File: config.mk
export PLATFORM = sky130hd
export DESIGN_NAME = reg_skid_buffer
export DESIGN_NICKNAME = d
export VERILOG_FILES = /design/src/rtl/reg_pkg.sv /design/src/rtl/reg_skid_buffer.sv
export SDC_FILE = /design/constraint.sdc
export NUM_CORES = 1
export LEC_CHECK = 0
export CORE_MARGIN = 2
export CORE_UTILIZATION = 40
export CTS_BUF_LIST = sky130_fd_sc_hd__clkbuf_2 sky130_fd_sc_hd__clkbuf_4 sky130_fd_sc_hd__clkbuf_8
export DETAILED_ROUTE_END_ITERATION = 16
export GPL_TIMING_DRIVEN = 0
export PLACE_DENSITY_LB_ADDON = 0.08
export SETUP_SLACK_MARGIN = 0.1
export SKIP_LAST_GASP = 1
export SLEW_MARGIN = 20
export SYNTH_ARGS = -nofsm -noshare
export SYNTH_HDL_FRONTEND = slang
export SYNTH_SLANG_ARGS = --single-unit
File: constraint.sdc
create_clock -name clk_i -period 2 [get_ports clk_i]
set_input_delay 0.3 -clock clk_i [delete_from_list [all_inputs] [get_ports clk_i]]
set_output_delay 0.3 -clock clk_i [all_outputs]
set_load 0.005 [all_outputs]
File: src/rtl/reg_pkg.sv
// Shared types and defaults for the registered skid-buffer stage.
package reg_pkg;

  typedef enum logic [1:0] {
    EMPTY = 2'd0,
    BUSY  = 2'd1,
    FULL  = 2'd2
  } skid_state_t;

  localparam int DATA_W_DEFAULT = 32;

endpackage

File: src/rtl/reg_skid_buffer.sv
// Valid/ready register stage with a one-entry skid buffer; the input ready is
// a flop, so a stalling consumer never reaches the producer combinationally.
//
// state | meaning
// EMPTY | no word held
// BUSY  | main_q holds the output word
// FULL  | main_q holds the output word, skid_q holds the next one
module reg_skid_buffer
  import reg_pkg::*;
#(
  parameter int DATA_W = DATA_W_DEFAULT
) (
  input  logic              clk_i,
  input  logic              arst_i,
  input  logic [DATA_W-1:0] in_data_i,
  input  logic              in_valid_i,
  output logic              in_ready_o,
  output logic [DATA_W-1:0] out_data_o,
  output logic              out_valid_o,
  input  logic              out_ready_i,
  output logic [1:0]        occupancy_o
);

  skid_state_t       state, state_d;
  logic [DATA_W-1:0] main_q, main_d;
  logic [DATA_W-1:0] skid_q, skid_d;
  logic              ready_q;
  logic              in_fire, out_fire;

  assign in_fire  = in_valid_i & ready_q;
  assign out_fire = out_valid_o & out_ready_i;

  always_comb begin
    state_d = state;
    main_d  = main_q;
    skid_d  = skid_q;
    case (state)
      EMPTY: begin
        if (in_fire) begin
          state_d = BUSY;
          main_d  = in_data_i;
        end
      end
      BUSY: begin
        if (in_fire && out_fire) begin
          main_d = in_data_i;
        end else if (in_fire) begin
          state_d = FULL;
          skid_d  = in_data_i;
        end else if (out_fire) begin
          state_d = EMPTY;
        end
      end
      FULL: begin
        // ready_q is low here, so only the drain move can happen
        if (out_fire) begin
          state_d = BUSY;
          main_d  = skid_q;
        end
      end
      default: state_d = EMPTY;
    endcase
  end

  always_ff @(posedge clk_i or posedge arst_i) begin
    if (arst_i) begin
      state   <= EMPTY;
      main_q  <= '0;
      skid_q  <= '0;
      ready_q <= 1'b0;
    end else begin
      state   <= state_d;
      main_q  <= main_d;
      skid_q  <= skid_d;
      ready_q <= (state_d != FULL);
    end
  end

  always_comb begin
    occupancy_o = 2'd0;
    case (state)
      BUSY:    occupancy_o = 2'd1;
      FULL:    occupancy_o = 2'd2;
      default: occupancy_o = 2'd0;
    endcase
  end

  assign out_valid_o = (state != EMPTY);
  assign out_data_o  = main_q;
  assign in_ready_o  = ready_q;

endmodule

==> qor.yml, run 1 <==
status:
  status: "completed"
global_routing:
  antenna_found_initial: 0
  grt_pass1_vias: 1916
  grt_max_degree: 33
  grt_pass1_wl_um: 9780
  grt_overflow: 0
  grtUsageTotal_pct: 15.0
route:
  drtIter0Drc: 21
  firstDrtPassIters: 4
  routed_wl_um: 5830
  post_drt_wl_per_cell_um: 15.3
  post_drt_via_cell_ratio: 4.74
  ant_nets: 0
  vias: 1809
  drc: 0
logic_synthesis:
  avgSynthCellArea_um2: 16.6
  synth_area_um2: 3140
  synth_cells: 189
  synth_warnings: 0
  ys_ff_latch: 67
  ys_seq_area_share_pct: 53.4
  synth_nets: 225
  yosysUniqueCellTypes: 22
timing:
  slew_headroom_pct: 74.4
  slew_viol_final: 0
  tightest_slew_ns: 0.383
  max_freq_mhz: 551
  rsz0062_at_grt: "false"
  finalCritPeriodShare_pct: 90.8
  fin_crit_ns: 1.82
  layout_setup_ws_ns: 0.185
  setup-violations-final: 0
  skew_ns: 0.00446
  hold_violations: 0
finish:
  final_common_cell: "clkdlybuf4s50_1"
  num-nets-final: 311
  antenna_cells: 0
  mostFrequentLayoutCells: "clkdlybuf4s50_1 (69), dfrtp_1 (66), mux2_2 (56)"
  syn2layout_area_growth_pct: 35.2
  drive_gt1_share_pct: 47.1
worst_setup_path:
  crit_chain: "and2b_2 > clkdlybuf4s50_1"
  crit_family: "buffers and inverters"
  critPathKind: "flop to primary output"
  r2r_slack_ns: 0.21
  crit_buf_inv: 1
  cp.arrival_ns: 1.52
  worstPathMaxFanout: 7
  crit_required_ns: 1.70
  cp_slowest_stage_delay_ns: 0.49
  start_kind: "flop"
  cp_slowest_cell: "clkdlybuf4s50_1"
  cp-end-kind: "primary output"
pwr:
  vdd_drop_max_mv: 0.691
  finalPower_w: 0.00583
  total_leakage_power_nw: 1.89
  power.density_nw_per_um2: 1370
clock_tree:
  numClockSinks: 67
  clock_path_buffers: 2
  cts_tree: "yes"
  numCtsBuffers: 9
  cts_root_buffer: "clkbuf_8"
  clock_latency_ns: 0.33
  clk_pin_slew_worst_paths_ns: 0.07
  htree_levels: 3
floorplanning:
  core-area_um2: 7690
  die_w_um: 92.6
  die_h_um: 92.6
  io_pins: 72
  rows: 32
  initial_core_util_pct: 40.9
  dieArea_um2: 8580
hold_path:
  hold_path_class: "input pin to asynchronous set/reset pin"
placed_design:
  numPortBuffers: 71
  post-dp-hpwl_um: 4140
  dp_slack_ns: -0.0741
  gp_congestion: 0.683
flow_run:
  max_cap_viol_count: 0
==> cell usage after synthesis <==
master    count  area share, %
a21o_1        1           0.24
inv_2         1           0.12
mux2_2       56             20
nor2b_1       1           0.20
o21ai_0       1           0.16
nand4b_1      1           0.28
o21a_1        1           0.24
mux2_4       40             19
buf_6         4            1.4
nor2_1        1           0.12
or2_4         1           0.28
a21boi_0      1           0.24
inv_1         2           0.24
nand3_1       1           0.16
nand3b_1      1           0.24
nand2b_2      1           0.28
buf_4         3           0.72
and2b_2       1           0.28
dfrtp_1      67             53
buf_12        2            1.3
o221ai_4      1           0.84
nand2_1       1           0.12
==> cell type report <==
class	count	area, µm²
plain buffers	9	116
clock buffers	14	174
clock inverters	2	10.0
fillers	681	3440
inverters	3	22.5
multi-input cells	110	1350
flip-flops and latches	67	1680
well taps	102	128
repair buffers	75	767
==> logic make-up (layout without fill, tap and decap cells) <==
logic type	Yosys count	count (layout)	synth area share (%)
AND/OR/NAND/NOR	9	9	1.95
buffers and inverters	12	103	3.78
multiplexers	96	96	39.2
flip-flops	67	67	53.4
AO/OA/AOI/OAI	5	5	1.71
==> sequential cells by signal (all words and copies together), names as in the netlist <==
| signal | count |
|---|---|
| out_data_o | 32 |
| skid_q | 32 |
| state | 2 |
| in_ready_o | 1 |
==> path summary, 6_finish.rpt <==
check	from	to	cells after the start
max in group asynchronous	arst_i	skid_q[0]	4
min in group clk_i	skid_q[0]	skid_q[0]	1
min reg2reg	skid_q[0]	skid_q[0]	1
max reg2reg	state[0]	out_data_o[2]	5
max	state[1]	occupancy_o[0]	2
min	arst_i	skid_q[21]	2
==> per-stage QoR <==
step | std cells | setup TNS [ns] | util [%] | hold slack [ns] | instance area [µm²]
floorplan | 189 | 0 | - | 0.411 | 3150
global placement | 362 | -1.38 | 51.8 | 0.483 | 3980
detailed placement | 364 | -2.46 | 52.3 | 0.493 | 4020
CTS | 381 | 0 | 55.1 | 0.289 | 4240
global route | 382 | 0 | 55.2 | 0.296 | 4250
finish | 382 | 0 | 55.2 | 0.295 | 4250
==> power breakdown <==
group | internal, W | switching [W] | leakage [nW]
combinational | 0.00171 | 0.000701 | 1.00
clock | 0.000556 | 0.000475 | 0.101
sequential | 0.00204 | 0.000350 | 0.789
==> repair_timing <==
item / 4_1_cts / 5_1_grt
setup buffers: 1 / 1
hold buffers: 0 / 0
endpoints found under the setup margin: 1 / 1
gates resized for setup: 8 / 1
==> routing by layer <==
| layer | routed length (µm) | GRT usage (%) | vias up |
|---|---|---|---|
| li1 | - | - | 852 |
| met5 | 0 | 0 | - |
| met2 | 2840 | 24.9 | 46 |
| met1 | 2550 | 18.3 | 904 |
| met4 | 66 | 3.68 | 0 |
| met3 | 374 | 6.10 | 7 |
Note: power is estimated with default switching activity, not from simulation.
==> run 2, diff against run 1 <==
Settings changed: SLEW_MARGIN 20 to 40.
==> run 2 against run 1 <==
Against the previous run:
- wire length is 1.6% higher
- critical endpoint is now occupancy_o[1]
- utilization is 0.73 points higher
- largest power group unchanged
- sequential share of layout area is 0.52 points lower
==> qor.yml, run 2 (synthesis results as in run 1) <==
worst_setup_path:
  reg2regPathDepth: 5  # unchanged
  crit_required_ns: 1.70  # about the same
  critPathKind: "flop to primary output"  # unchanged
  r2r_slack_ns: 0.20  # was 0.21 ns
  r2r-end: "out_data_o[2]"  # unchanged
  cp.arrival_ns: 1.52  # about the same
  worstReg2RegStart: "state[0]"  # unchanged
  crit_chain: "buf_4 > nand2b_2 > buf_12 > inv_8 > dlygate4sd2_1"  # was and2b_2 > clkdlybuf4s50_1
  worstPathMaxFanout: 9  # was 7
  cp_slowest_stage_delay_ns: 0.38  # was 0.49 ns
  cp-end-kind: "primary output"  # unchanged
  start_kind: "flop"  # unchanged
  cp_slowest_cell: "dfrtp_1"  # was clkdlybuf4s50_1
global_routing:
  grt_pass1_wl_um: 9930  # was 9780 µm
  grt_max_degree: 22  # was 33
  grt_overflow: 0  # unchanged
  antenna_found_initial: 0  # unchanged
  grt_pass1_vias: 1962  # was 1,916
  grtUsageTotal_pct: 15.2  # was 15.0%
route:
  drtIter0Drc: 17  # was 21
  drc: 0  # unchanged
  ant_nets: 0  # unchanged
  firstDrtPassIters: 4  # unchanged
  routed_wl_um: 5930  # was 5830 µm
  post_drt_wl_per_cell_um: 15.5  # was 15.3 µm
  vias: 1792  # was 1,809
  post_drt_via_cell_ratio: 4.68  # was 4.74
clock_tree:
  clock_latency_ns: 0.34  # was 0.33 ns
  htree_levels: 3  # unchanged
  numClockSinks: 67  # unchanged
  cts_tree: "yes"  # unchanged
  cts_root_buffer: "clkbuf_8"  # unchanged
  numCtsBuffers: 9  # unchanged
  clock_path_buffers: 2  # unchanged
  clk_pin_slew_worst_paths_ns: 0.07  # about the same
floorplanning:
  core-area_um2: 7690  # unchanged
  rows: 32  # unchanged
  dieArea_um2: 8580  # unchanged
  initial_core_util_pct: 40.9  # unchanged
  die_w_um: 92.6  # unchanged
  io_pins: 72  # unchanged
  die_h_um: 92.6  # unchanged
placed_design:
  numPortBuffers: 71  # unchanged
  dp_slack_ns: -0.0780  # was -0.0741 ns
  gp_congestion: 0.683  # unchanged
  post-dp-hpwl_um: 4160  # was 4140 µm
  placed_cell_area_um2: 4070  # was 4020 µm²
hold_path:
  hold_path_class: "input pin to asynchronous set/reset pin"  # unchanged
timing:
  setup_tns_ns: 0  # unchanged
  layout_setup_ws_ns: 0.180  # was 0.185 ns
  fin_crit_ns: 1.82  # about the same
  finalCritPeriodShare_pct: 91.0  # was 90.8%
  skew_ns: 0.00460  # was 0.00446 ns
  slew_viol_final: 0  # unchanged
  slew_headroom_pct: 74.4  # about the same
  rsz0062_at_grt: "false"  # unchanged
  holdWs_ns: 0.288  # was 0.295 ns
  max_freq_mhz: 549  # was 551 MHz
  setup-violations-final: 0  # unchanged
  tightest_slew_ns: 0.382  # was 0.383 ns
  hold_violations: 0  # unchanged
status:
  status: "completed"  # unchanged
pwr:
  total_leakage_power_nw: 1.91  # was 1.89 nW
  power.density_nw_per_um2: 1380  # was 1370 nW/µm²
  finalPower_w: 0.00596  # was 0.00583 W
  vdd_drop_max_mv: 0.577  # was 0.691 mV
finish:
  mostFrequentLayoutCells: "clkdlybuf4s50_1 (69), dfrtp_1 (66), mux2_2 (56)"  # unchanged
  fill_cells: 644  # was 681
  antenna_cells: 0  # unchanged
  syn2layout_area_growth_pct: 37.0  # was 35.2%
  final_common_cell: "clkdlybuf4s50_1"  # unchanged
  num-nets-final: 312  # was 311
  drive_gt1_share_pct: 47.3  # was 47.1%
  stdcell_area_um2: 4300  # was 4250 µm²
flow_run:
  max_cap_viol_count: 0  # unchanged
## run 2: how the worst max path moves through the flow
stage                      from             end  slack (ns)  cells past startpoint
floorplan              state[1]   out_data_o[2]        0.41                      4
detailed placement  out_ready_i   out_data_o[2]       -0.08                      5
CTS                    state[0]     out_valid_o        0.08                      3
global placement    out_ready_i   out_data_o[2]       -0.04                      5
finish                 state[0]  occupancy_o[1]        0.18                      5
global route           state[0]  occupancy_o[1]        0.10                      5
## run 2: cell type report
class | instances | area [µm²] | share of cell area (%)
Clock buffer | 14 | 168 | 3.90
Tap cell | 102 | 128 | 2.97
Inverter | 3 | 22.5 | 0.523
Multi-Input combinational cell | 110 | 1350 | 31.3
Sequential cell | 67 | 1680 | 39.0
Clock inverter | 2 | 35.0 | 0.814
Timing Repair Buffer | 76 | 810 | 18.8
Buffer | 9 | 116 | 2.70
## run 2: critical path: cells and delay by family (launching register included)
kind	cells	cell delay, ns
buffers and inverters	4	0.60
AND/OR/NAND/NOR	1	0.19
flip-flops	1	0.38
## run 2: what timing repair did
| item | in CTS | in global routing |
|---|---|---|
| cloned | 0 | 0 |
| endpoints found under the setup margin | 1 | 1 |
| gates resized for setup | 7 | 1 |
| hold buffers | 0 | 0 |
| pin swaps | 0 | 0 |
| buffers inserted | 1 | 1 |
## run 2: stage by stage
step	utilization (%)	instances
detailed placement	52.9	365
CTS	55.8	382
global route	56.0	383
global placement	51.8	362
finish	56.0	383
floorplan	-	189
## run 2: power by group
part	internal [W]	total (W)	leakage [nW]	switching, W
clock	0.000665	0.00115	0.108	0.000489
combinational	0.00172	0.00242	1.02	0.000701
sequential	0.00204	0.00238	0.789	0.000349
total	0.00442	0.00596	1.91	0.00154
## run 2: layer usage
| metal | vias to the layer above | global-route usage [%] | share of wire (%) |
|---|---|---|---|
| met5 | - | 0 | 0 |
| met4 | 0 | 4.41 | 1.2 |
| met3 | 9 | 6.35 | 5.9 |
| met2 | 46 | 24.8 | 50 |
| met1 | 890 | 18.4 | 43 |
| li1 | 847 | - | - |
